**src/rtl/microwave_pkg.sv**
```systemverilog
// Shared definitions for the microwave cooking-cycle controller.
//   state_t         : controller states
//   POWER_MAX       : highest power level; also the value out-of-range levels map to
//   DUTY_PERIOD_DEF : default duty window length in seconds
//   PHASE_W         : width of the duty-window phase counter
package microwave_pkg;

    typedef enum logic [2:0] {
        IDLE,
        SET,
        COOK,
        PAUSE,
        DONE
    } state_t;

    localparam int POWER_MAX       = 10;
    localparam int DUTY_PERIOD_DEF = 10;
    localparam int PHASE_W         = 4;

endpackage

```
**src/rtl/btn_press_detect.sv**
```systemverilog
// Falling-edge press detector for an active-low push button.
//   clk   : system clock
//   reset : synchronous active-high reset; presets the history to "released"
//   btn_n : active-low button level
//   press : high in the cycle where the button goes from released to pressed
// The history register holds the previous sample, so a held button yields a
// single press and the press is visible on the same clock edge that samples it.
module btn_press_detect (
    input  logic clk,
    input  logic reset,
    input  logic btn_n,
    output logic press
);

    logic hist;

    always_ff @(posedge clk) begin
        if (reset) begin
            hist <= 1'b1;
        end else begin
            hist <= btn_n;
        end
    end

    assign press = hist & ~btn_n;

endmodule

```
**src/rtl/magnetron_cycle_ctrl.sv**
```systemverilog
// Cooking-cycle controller driving the magnetron enable.
//   clk, reset            : clock, synchronous active-high reset
//   startn/stopn/clearn   : active-low button levels (edge-detected internally)
//   door_closed           : door interlock, 1 = closed
//   sec_tick              : one-cycle pulse per second
//   load, time_in, power_in : latch a cook time (s) and power level (1..10)
//   mag_on                : magnetron enable, duty-cycled by power level
//   time_left             : remaining cook seconds
//   cooking, paused       : state indicators
//   done                  : one-cycle pulse on completion
//   beep                  : buzzer enable while in the completion state
module magnetron_cycle_ctrl
    import microwave_pkg::*;
#(
    parameter int TIME_W         = 12,
    parameter int DUTY_PERIOD    = DUTY_PERIOD_DEF,
    parameter int DONE_BEEP_SECS = 3
) (
    input  logic              clk,
    input  logic              reset,
    input  logic              startn,
    input  logic              stopn,
    input  logic              clearn,
    input  logic              door_closed,
    input  logic              sec_tick,
    input  logic              load,
    input  logic [TIME_W-1:0] time_in,
    input  logic [3:0]        power_in,
    output logic              mag_on,
    output logic [TIME_W-1:0] time_left,
    output logic              cooking,
    output logic              paused,
    output logic              done,
    output logic              beep
);

    localparam int                 BC_W       = (DONE_BEEP_SECS > 1) ? $clog2(DONE_BEEP_SECS) : 1;
    localparam logic [BC_W-1:0]    BC_LAST    = BC_W'(DONE_BEEP_SECS - 1);
    localparam logic [PHASE_W-1:0] PHASE_LAST = PHASE_W'(DUTY_PERIOD - 1);

    // Levels of 0 or above the maximum are treated as full power.
    function automatic logic [3:0] sat_power(input logic [3:0] p);
        if (p == 4'd0 || p > 4'(POWER_MAX)) begin
            return 4'(POWER_MAX);
        end
        return p;
    endfunction

    logic start_p, stop_p, clear_p;

    btn_press_detect u_start (.clk(clk), .reset(reset), .btn_n(startn), .press(start_p));
    btn_press_detect u_stop  (.clk(clk), .reset(reset), .btn_n(stopn),  .press(stop_p));
    btn_press_detect u_clear (.clk(clk), .reset(reset), .btn_n(clearn), .press(clear_p));

    state_t              state_q, state_d;
    logic [TIME_W-1:0]   time_q, time_d;
    logic [3:0]          power_q, power_d;
    logic [PHASE_W-1:0]  phase_q, phase_d;
    logic [BC_W-1:0]     bcnt_q, bcnt_d;
    logic                done_q, done_d;

    always_ff @(posedge clk) begin
        if (reset) begin
            state_q <= IDLE;
            time_q  <= '0;
            power_q <= 4'(POWER_MAX);
            phase_q <= '0;
            bcnt_q  <= '0;
            done_q  <= 1'b0;
        end else begin
            state_q <= state_d;
            time_q  <= time_d;
            power_q <= power_d;
            phase_q <= phase_d;
            bcnt_q  <= bcnt_d;
            done_q  <= done_d;
        end
    end

    // Each branch chain follows event priority: clear, door, stop, start, load, tick.
    always_comb begin
        state_d = state_q;
        time_d  = time_q;
        power_d = power_q;
        phase_d = phase_q;
        bcnt_d  = bcnt_q;
        done_d  = 1'b0;
        case (state_q)
            IDLE: begin
                if (load && time_in != '0) begin
                    state_d = SET;
                    time_d  = time_in;
                    power_d = sat_power(power_in);
                end
            end
            SET: begin
                if (clear_p) begin
                    state_d = IDLE;
                    time_d  = '0;
                end else if (start_p && door_closed) begin
                    state_d = COOK;
                    phase_d = '0;
                end else if (load && time_in != '0) begin
                    time_d  = time_in;
                    power_d = sat_power(power_in);
                end
            end
            COOK: begin
                if (clear_p) begin
                    state_d = IDLE;
                    time_d  = '0;
                end else if (!door_closed || stop_p) begin
                    state_d = PAUSE;
                end else if (sec_tick && time_q != '0) begin
                    time_d  = time_q - TIME_W'(1);
                    phase_d = (phase_q == PHASE_LAST) ? '0 : phase_q + PHASE_W'(1);
                    if (time_q == TIME_W'(1)) begin
                        state_d = DONE;
                        done_d  = 1'b1;
                        bcnt_d  = '0;
                    end
                end
            end
            PAUSE: begin
                if (clear_p || stop_p) begin
                    state_d = IDLE;
                    time_d  = '0;
                end else if (start_p && door_closed) begin
                    state_d = COOK;
                end
            end
            DONE: begin
                if (clear_p || !door_closed || stop_p || start_p) begin
                    state_d = IDLE;
                end else if (sec_tick) begin
                    if (bcnt_q == BC_LAST) begin
                        state_d = IDLE;
                    end else begin
                        bcnt_d = bcnt_q + BC_W'(1);
                    end
                end
            end
            default: begin
                state_d = IDLE;
                time_d  = '0;
            end
        endcase
    end

    // Door interlock gates the enable combinationally so opening cuts power at once.
    assign mag_on    = (state_q == COOK) && (phase_q < power_q) && door_closed;
    assign time_left = time_q;
    assign cooking   = (state_q == COOK);
    assign paused    = (state_q == PAUSE);
    assign done      = done_q;
    assign beep      = (state_q == DONE);

endmodule

```
**config.mk**
```make
export PLATFORM = sky130hd
export DESIGN_NAME = magnetron_cycle_ctrl
export DESIGN_NICKNAME = d
export VERILOG_FILES = /design/src/rtl/microwave_pkg.sv /design/src/rtl/btn_press_detect.sv /design/src/rtl/magnetron_cycle_ctrl.sv
export SDC_FILE = /design/constraint.sdc
export NUM_CORES = 1
export LEC_CHECK = 0
export BUFFER_PORTS_ARGS = -buffer_cell sky130_fd_sc_hd__buf_2
export CORE_MARGIN = 8
export CORE_UTILIZATION = 50
export CTS_CLUSTER_DIAMETER = 50
export DETAILED_ROUTE_END_ITERATION = 8
export GPL_TIMING_DRIVEN = 0
export PLACE_DENSITY_LB_ADDON = 0.2
export SLEW_MARGIN = 20
export SYNTH_ARGS = -nofsm -noshare
export SYNTH_HDL_FRONTEND = slang
export SYNTH_SLANG_ARGS = --single-unit
export TNS_END_PERCENT = 1
```
**constraint.sdc**
```tcl
create_clock -name clk -period 2.2 [get_ports clk]
set_input_delay 0 -clock clk [delete_from_list [all_inputs] [get_ports clk]]
set_output_delay 0 -clock clk [all_outputs]
set_load 0.1 [all_outputs]
```
# After elaboration in Yosys (flattened, before gate mapping)
# Cells that the tools add are included.
# Widths: inputs -> output; s select.
[word_totals] register_bits=29 input_bits=24 out_inout_bits=17 wordCells=125
[op_classes] n_addsub=3 order_cmp=2 eq_ne=27 mux=50 n_bitwise=9 n_reduce_logical=25
[ops] op="$mux 12" count=7
[ops] op="$pmux 12 s5" count=1
[ops] op="$mux 4" count=13
[ops] op="$mux 3" count=11
[ops] op="$reduce_bool 12->1" count=2
[ops] op="$ne 2x2->1 const B" count=10
[ops] op="$pmux 4 s2" count=2
[ops] op="$pmux 3 s5" count=1
[ops] op="$reduce_and 5->1" count=3
[ops] op="$mux 2" count=7
[ops] op="$eq 12x1->1 const B" count=1
[ops] op="$sub 12x1->12 const B" count=1
[ops] op="$ne 4x1->1 const B" count=2
[ops] op="$reduce_and 8->1" count=1
[ops] op="$mux 1" count=7
[ops] op="$eq 3x2->1 const B" count=2
[ops] op="$logic_or 1x1->1" count=6
[ops] op="$ne 2x1->1 const B" count=3
[ops] op="$ne 3x1->1 const B" count=2
[ops] op="$ne 3x3->1 const B" count=2
[ops] op="$not 1->1" count=6
[ops] op="$reduce_and 6->1" count=1
[ops] op="$reduce_bool 2->1" count=3
[ops] op="$logic_and 1x1->1" count=5
[ops] op="other kinds (15)" count=17

# Longest topological paths before layout
# Gate-level depths: netlist (run 1).
[logic_depth] word_depth=12 ltp_mapped=7 ltp_nobuf=7

# Hierarchy
# A second synthesis (run 1) with hierarchy kept.
[hier_totals] cells_unflattened=243 area_unflattened_um2=2001.9
[by_module_without_submodules] mod="magnetron_cycle_ctrl" n_inst=1 cells_each=234 area_each_um2=1896.8 seq_area_each_um2=520.5
[by_module_without_submodules] mod="btn_press_detect" n_inst=3 cells_each=3 area_each_um2=35.0 seq_area_each_um2=20.0

# Worst setup path before layout (run 1)
# OpenSTA, ideal clock, no wires.
[synth_path] path_kind="reg2reg" startpoint="register state_q[2]" endpoint="register time_q[10] (netlist: time_left[10])" setup_time_ns=0.115 t_arrival_ns=3.000 required_time_ns=2.085 setup_slack_ns=-0.914 stages_incl_launch_ff=8 path_buffers=2 period_less_slack_ns=3.114 path_cell_list="dfxtp_1 -> buf_2 -> nor3b_1 -> clkbuf_1 -> nand2_1 -> o221ai_4 -> mux2_4 -> o21a_1"
[synth_via] elab_chain_cells=3 word_cells_on_any_way=12 cone_classes="eq/ne (8); mux (1); bitwise (1); reduce/logical (2)"
[synth_lines] item="from (decl)" line_no="magnetron_cycle_ctrl.sv:55" rtl="state_t state_q, state_d;"
[synth_lines] item="from (signal assigned)" line_no="magnetron_cycle_ctrl.sv:71" rtl="state_q <= state_d;"
[synth_lines] item="$eq 3x2->1 *"
[synth_lines] item="via cooking" line_no="magnetron_cycle_ctrl.sv:31" rtl="output logic cooking,"
[synth_lines] item="$ne 3x1->1 (no source line) or $ne 3x3->1 (tied branches)"
[synth_lines] item="$reduce_and 5->1 (no source line)"
[synth_lines] item="to (signal assigned)" line_no="magnetron_cycle_ctrl.sv:72" rtl="time_q <= time_d;"
[synth_lines] item="to (decl)" line_no="magnetron_cycle_ctrl.sv:56" rtl="logic [TIME_W-1:0] time_q, time_d;"
# The timed path passes the listed nets; every way through them passes the cells marked *.
# A chain may end at the register's enable or synchronous reset.

# Worst setup path after layout (run 1)
[layout_path] startpoint="register time_q[1] (netlist: time_left[1])" endpoint="register time_q[10] (netlist: time_left[10])"
[layout_via] elab_chain_cells=5 word_cells_on_any_way=9 cone_classes="add/sub (1); eq/ne (1); mux (4); reduce/logical (3)"
[layout_lines] item="$sub 12x1->12" line_no="magnetron_cycle_ctrl.sv:115" rtl="time_d = time_q - TIME_W'(1);"
[layout_lines] item="$mux 12" line_no="magnetron_cycle_ctrl.sv:114" rtl="end else if (sec_tick && time_q != '0) begin"
[layout_lines] item="$mux 12" line_no="magnetron_cycle_ctrl.sv:112" rtl="end else if (!door_closed || stop_p) begin"
[layout_lines] item="$mux 12" line_no="magnetron_cycle_ctrl.sv:109" rtl="if (clear_p) begin"
[layout_lines] item="$pmux 12 s5" line_no="magnetron_cycle_ctrl.sv:88" rtl="case (state_q)"
# Several ways; a longest one is shown, not always the timed one. The select of a mux whose other input is x is not followed.

==> impl_metrics.tcl, run 1 <==
set metrics [dict create \
    nets 343 \
    hold_ws_ps 6.572 \
    synth_mux_area_share_pct 1.686 \
    skew_ps 9.666 \
    tns_ps -43.26 \
    die_x_um 80.47 \
    io_pins 41 \
    drive_above_1_share_pct 28.30 \
    synthFlopType "dfxtp_1" \
    r2r_cells 7 \
    synth_top_area_share_pct 27.93 \
    grt_pass1_vias 2131 \
    placed_area_mm2 0.002391 \
    worstSkewPairLatency_ps 280 \
    hold_depth 3 \
    area_growth_pct 24.20 \
    fmax_mhz 445.8 \
    cts_max_level 2 \
    grt_first_pass_wirelength_um 10040 \
    synth_compound_area_share_pct 30.16 \
    wl_per_cell_um 16.80 \
    postRouteWirelength_um 6066 \
    detail_route.iter0.violations 220 \
    top_usage_layer "met2" \
    rsz0062_at_grt "true" \
    dieArea_mm2 0.006475 \
    powerDensity_mw_per_mm2 590.0 \
    fin_crit_ps 2243 \
    routabilityCongestion 0.8491 \
    worstPathMaxFanout 4 \
    port_buffers 38 \
    cts_buffer_depth 2 \
    slew_headroom_pct 58.32 \
    root_buffer "clkbuf_8" \
    synth_adder_area_share_pct 5.418 \
    vias 2246 \
    instances_no_fill 361 \
    setup_ws_ps -43.26 \
    worst_pin_slew_ps 619.5 \
    period_share_pct 102.0 \
    cts.sinks 29 \
    drv_cap 0 \
    critPathCaptureType "register" \
    fin_util_pct 64.53 \
    cts_inserted_buffers 5 \
    yosys_register_bits 29 \
    synth_area_leaders "dfxtp_1 (28%), ha_1 (5.4%), a21oi_1 (5.3%), nand2_1 (3.3%), inv_1 (2.9%)" \
    hold_viol_final 0 \
    crit_path_start_kind "register" \
    synth-simple-area-share_pct 28.72 \
    yosysSeqAreaShare_pct 27.93 \
    ir_drop_mv 0.3894 \
    status "finished with violations" \
    synth_top_family_by_area "compound AO/OA/AOI/OAI gates" \
    gr-usage-all-layers_pct 19.29 \
    numPlacedInstances 347 \
    grt_util_met2_pct 31.44 \
    setup_viol 1 \
    start_util_pct 51.95 \
    synth_area_leader_cell "dfxtp_1" \
    grt_use_met3_pct 4.464 \
    antenna_found_initial 0 \
    syn_area_per_cell_um2 8.024 \
    async_flop_share_pct 0 \
    drv_slew 0 \
    path_class "reg -> reg" \
    violations "setup timing" \
    dp_hpwl_um 4441 \
    cts.clk_slew.worst_paths_ps 60 \
    synth_warnings 0 \
    synth_xor_area_share_pct 0.4214 \
    syn_area_mm2 0.002078 \
    dr.pass1.iters 4 \
    arrival_ps 2420 \
    yosysUniqueCellTypes 60 \
    p_leak_nw 1.055 \
    ant_nets 0 \
    overflow 0 \
    core_area_mm2 0.004000 \
    hold_path_class "in -> reg" \
    crit_required_ps 2370 \
    grt_use_met1_pct 24.43 \
    cts_tree "built" \
    fp.dieH_um 80.47 \
    avgViaCountPerCell 6.222 \
    syn-num-nets 292 \
    rows 23 \
    drcViolationCount 0 \
    antenna_cells 0 \
    synth-edff-count 0 \
    grt_max_degree 11 \
    postSynthCellCount 259 \
    design_area_mm2 0.002581 \
]
[final timing paths]
kind                            slack [ps]                 startpoint                          to
worst max register to register         -40  time_left[1]$_SDFFE_PP0P_  time_left[10]$_SDFFE_PP0P_
worst min-delay path                     7                 time_in[1]   time_left[1]$_SDFFE_PP0P_
worst min register to register         450    power_q[0]$_SDFFE_PP0P_     power_q[0]$_SDFFE_PP0P_
worst max-delay path                   -40  time_left[1]$_SDFFE_PP0P_  time_left[10]$_SDFFE_PP0P_
[worst max-delay path: stages, from the launching register on]
cell and delay, ps:
dfxtp_4 360, inv_4 80, ha_4 150, or3b_4 410, o41a_1 460, o221ai_4 200
mux2_4 320, o21a_1 160
[cells in the mapped netlist, drive strengths merged (4+ instances only)]
master	n
nand2	18
buf	4
o211ai	5
or3	6
a311oi	5
o31ai	4
clkbuf	10
nand2b	7
dfxtp	29
and2	5
inv	16
a21oi	22
nor3	8
o2bb2ai	6
ha	9
nor2b	6
or3b	5
or2	4
nand3	9
o21ai	9
nor4	8
nor2	10
[kinds of logic (layout without fill, tap and decap cells)]
family,count (synthesis),in the layout
AOI/OAI and AO/OA,83,83
xor gates and xnor gates,1,1
adders and majority gates,9,9
buffers and inverters,30,82
DFF,29,29
muxes,3,3
and+or+nand+nor,104,104
[flip-flops by register name, summed over array words and instances (netlist names)]
register and count:
bcnt_q 2, done 1, phase_q 4, power_q 4
state_q 3, time_left 12, u_clear.hist 1, u_start.hist 1
u_stop.hist 1
[per-stage QoR]
| stage | setup slack (ps) | power (mW) |
|---|---|---|
| detailed placement | -128.1 | 1.074 |
| floorplan | -141.8 | 0.9594 |
| finish | -43.26 | 1.523 |
| global placement | -130.4 | 1.066 |
| global route | -109.1 | 1.605 |
| CTS | -12.19 | 1.519 |
[power by group]
part / leakage, nW / switching, mW / internal, mW / total [mW]
logic: 0.772 / 0.350 / 0.162 / 0.513
registers: 0.244 / 0.0328 / 0.554 / 0.587
clock network: 0.0395 / 0.199 / 0.224 / 0.423
total: 1.06 / 0.582 / 0.941 / 1.52
[layout by cell type, fill, tap and decap left out, types with 3 or more instances in the layout]
cell type / instances
or4_1: 3
clkbuf_8: 5
inv_1: 14
dfxtp_4: 6
nor2_1: 10
nand2_1: 17
ha_1: 8
o31ai_1: 4
or3_1: 6
and2_1: 4
nand3_1: 9
nor2b_1: 6
clkbuf_1: 10
or3b_2: 4
or2_2: 4
a21oi_1: 21
dfxtp_2: 6
nor4_1: 7
nand2b_1: 7
buf_2: 44
nor3_1: 8
o21a_1: 3
o211ai_1: 5
a311oi_1: 4
o21ai_0: 7
nand4_1: 3
o2bb2ai_1: 6
dfxtp_1: 17
dlygate4sd3_1: 4
[per-layer routing]
metal,vias to the layer above,wire length [um]
met5,-,0
met2,88,2895
met4,0,74
met1,1047,2692
li1,1102,-
met3,9,403
[timing repair]
action | in CTS | in global routing
cloned | 0 | 0
endpoints found under the setup margin | 8 | 16
hold buffers | 4 | 0
buffers inserted | 2 | 0
pin swaps | 1 | 3
resized for setup | 4 | 9
hold endpoints to repair | 4 | 0
[cell type report]
type                       instances  area [um2]
fill                             382        1419
sequential                        29       610.6
clock buffer                       8       80.08
tap                               50       62.56
buffer                            14       63.81
timing repair buffer              44       249.0
multi-input combinational        200        1450
inverter                          16       65.06
Note: power is estimated with default switching activity, not from simulation.
==> run 2, diff against run 1 <==
--- a/config.mk
+++ b/config.mk
@@ -5,6 +5,7 @@
 export SDC_FILE = /design/constraint.sdc
 export NUM_CORES = 1
 export LEC_CHECK = 0
+export ABC_AREA = 1
 export BUFFER_PORTS_ARGS = -buffer_cell sky130_fd_sc_hd__buf_2
 export CORE_MARGIN = 8
 export CORE_UTILIZATION = 50
==> impl_metrics.tcl, run 2 <==
set metrics [dict create \
    cts_setup_buffers 0 \
    nets 448 \
    setup_viol 0 \
    start_util_pct 50.62 \
    synth_warnings 0 \
    powerDensity_mw_per_mm2 622.2 \
    postSynthCellCount 364 \
    status "finished, final reports clean" \
    synth_common_cells "nand2_1 (112), nand3_1 (45), inv_1 (44)" \
    total_power_mw 1.590 \
    wl_per_cell_um 12.11 \
    syn_area_per_cell_um2 5.929 \
    io_pins 41 \
    drv_cap 0 \
    fp.dieH_um 81.70 \
    vias 2423 \
    rsz0062_at_grt "false" \
    fill_cells 449 \
    p_leak_nw 1.376 \
    worst_pin_slew_ps 584.0 \
    syn-num-nets 397 \
    period_share_pct 85.19 \
    cts_resized 0 \
    drcViolationCount 0 \
    fin_crit_ps 1874 \
    synth-edff-count 0 \
    switchingPower_uw 637.1 \
    grt_first_pass_wirelength_um 9315 \
    crit_path_start_kind "register" \
    antenna_cells 0 \
    grt_max_degree 11 \
    crit_required_ps 2200 \
    yosys_register_bits 29 \
    skew_ps 5.475 \
    ff2ff_setup_slack_ps 480 \
    core_area_mm2 0.004264 \
    path_class "reg -> out" \
    dieArea_mm2 0.006675 \
    cts_inserted_buffers 5 \
    power.clock.fraction_pct 28.2 \
    overflow 0 \
    worstPathCellList "ha_1, a21boi_0, o211ai_1, nand3_1, nor2_1, buf_2" \
    layout_commonest_cell "nand2_1" \
    synth_compound_area_share_pct 9.971 \
    seqPwrFrac_pct 37.4 \
    r2r_cells 11 \
    slowest_delay_ps 440 \
    r2r_start "time_left[0]$_SDFFE_PP0P_" \
    cp_slowest_cell "buf_2" \
    syn_area_mm2 0.002158 \
    hold_depth 3 \
    cts_max_level 2 \
    cts.clk_slew.worst_paths_ps 60 \
    switching_share_pct 40.07 \
    rows 24 \
    area_growth_pct 18.38 \
    fmax_mhz 533.6 \
    largest_reg_flops 12 \
    drv_slew 0 \
    drive_above_1_share_pct 18.31 \
    synth_most_common_cell "nand2_1" \
    synth_xor_area_share_pct 1.623 \
    postRouteWirelength_um 5656 \
    synth_adder_area_share_pct 5.217 \
    p_int_uw 952.7 \
    slew_headroom_pct 61.07 \
    avgViaCountPerCell 5.188 \
    cts_tree "built" \
    detail_route.iter0.violations 124 \
    worstPathMaxFanout 5 \
    ctsHoldBuffers 4 \
    gr-usage-all-layers_pct 17.52 \
    dr.pass1.iters 5 \
    min_from "power_in[0]" \
    yosysSeqAreaShare_pct 26.90 \
    cts.sinks 29 \
    ant_nets 0 \
    worstSkewPairLatency_ps 280 \
    die_x_um 81.70 \
    synth_mux_area_share_pct 0 \
    grt_pass1_vias 2174 \
    synthFlopType "dfxtp_1" \
    async_flop_share_pct 0 \
    dp_hpwl_um 4393 \
    mostFrequentLayoutCells "nand2_1 (112), nand3_1 (45), inv_1 (44), buf_2 (43), nor2_1 (31)" \
    synth-simple-area-share_pct 44.29 \
    synth_top_family_by_area "simple AND/OR/NAND/NOR gates" \
    hold_path_class "in -> reg" \
    min_to "power_q[0]$_SDFFE_PP0P_" \
    root_buffer "clkbuf_8" \
    critPathCaptureType "output pin" \
    ir_drop_mv 0.3916 \
    arrival_ps 1870 \
    hold_viol_final 0 \
    port_buffers 40 \
    cts_buffer_depth 2 \
    routabilityCongestion 0.8847 \
    hold_ws_ps 5.535 \
    instances_no_fill 467 \
    dp_slack_ps 508.0 \
    setup_ws_ps 325.8 \
    r2r_end "time_left[2]$_SDFFE_PP0P_" \
    numPlacedInstances 456 \
    synth_top_area_share_pct 26.90 \
    synth_area_leaders "dfxtp_1 (27%), nand2_1 (19%), nand3_1 (10%), inv_1 (7.7%), nor2_1 (5.4%)" \
    synth_area_leader_cell "dfxtp_1" \
    combPwrFrac_pct 34.4 \
    yosysUniqueCellTypes 31 \
    antenna_found_initial 0 \
]
run 2: cell types whose count changed after synthesis, moves of 7 or more:
| cell | change |
|---|---|
| nor4_1 | -7 |
| nand2_1 | +94 |
| nor2_1 | +21 |
| inv_1 | +28 |
| nand2b_1 | -7 |
| inv_2 | +12 |
| nand3_1 | +36 |
run 2: layout make-up:
cell class	instances	area, um2	area share (%)
multi-input cells	270	1324	51.81
flip-flops and latches	29	580.6	22.72
repair buffers	44	240.2	9.403
inverters	56	210.2	8.227
clock buffers	7	86.33	3.379
well taps	52	65.06	2.547
plain buffers	9	48.80	1.910
run 2: worst max path at each step:
stage / start / to / slack [ps] / depth (start not counted)
floorplan: state_q[2]$_SDFFE_PP0P_ / time_left[7]$_SDFFE_PP0P_ / -230 / 9
global placement: time_left[0]$_SDFFE_PP0P_ / time_left[3]$_SDFFE_PP0P_ / 520 / 11
detailed placement: time_left[0]$_SDFFE_PP0P_ / time_left[1]$_SDFFE_PP0P_ / 510 / 11
CTS: phase_q[1]$_SDFFE_PP0P_ / mag_on / 310 / 6
global route: phase_q[1]$_SDFFE_PP0P_ / mag_on / 240 / 6
finish: phase_q[1]$_SDFFE_PP0P_ / mag_on / 330 / 6
run 2: cells by family (layout without fill, tap and decap cells):
group / Yosys count / after routing
adder cells (fa/ha/maj): 9 / 9
AND/OR/NAND/NOR: 217 / 217
XOR/XNOR: 4 / 4
flip-flops: 29 / 29
buffers and inverters: 65 / 116
AO/OA/AOI/OAI: 40 / 40
run 2: critical path, delay by kind of cell (launching register included):
kind / cells / cell delay [ps]
buffers and inverters: 1 / 440
AO/OA/AOI/OAI: 2 / 280
AND/OR/NAND/NOR: 2 / 210
adder cells (fa/ha/maj): 1 / 250
flip-flops: 1 / 400
run 2: power groups by stage:
stage / Combinational (mW) / Sequential, mW / Clock (mW)
after floorplan: 0.274 / 0.753 / 0
final: 0.546 / 0.595 / 0.449
after detailed placement: 0.538 / 0.606 / 0
after global placement: 0.533 / 0.605 / 0
after global routing: 0.605 / 0.600 / 0.485
after CTS: 0.545 / 0.594 / 0.465
run 2: per-stage QoR:
stage               util [%]  area [um2]  setup TNS [ps]
floorplan                  -        2163           -3403
global placement       56.95        2429               0
detailed placement     56.95        2429               0
CTS                    59.92        2555               0
global route           59.92        2555               0
finish                 59.92        2555               0
run 2: metal layers:
layer	track usage, %	vias to the layer above	share of wire (%)
met4	7.719	0	1.7
met3	3.611	8	8.1
li1	-	1266	-
met5	0	-	0
met1	19.90	1051	43
met2	30.95	98	47
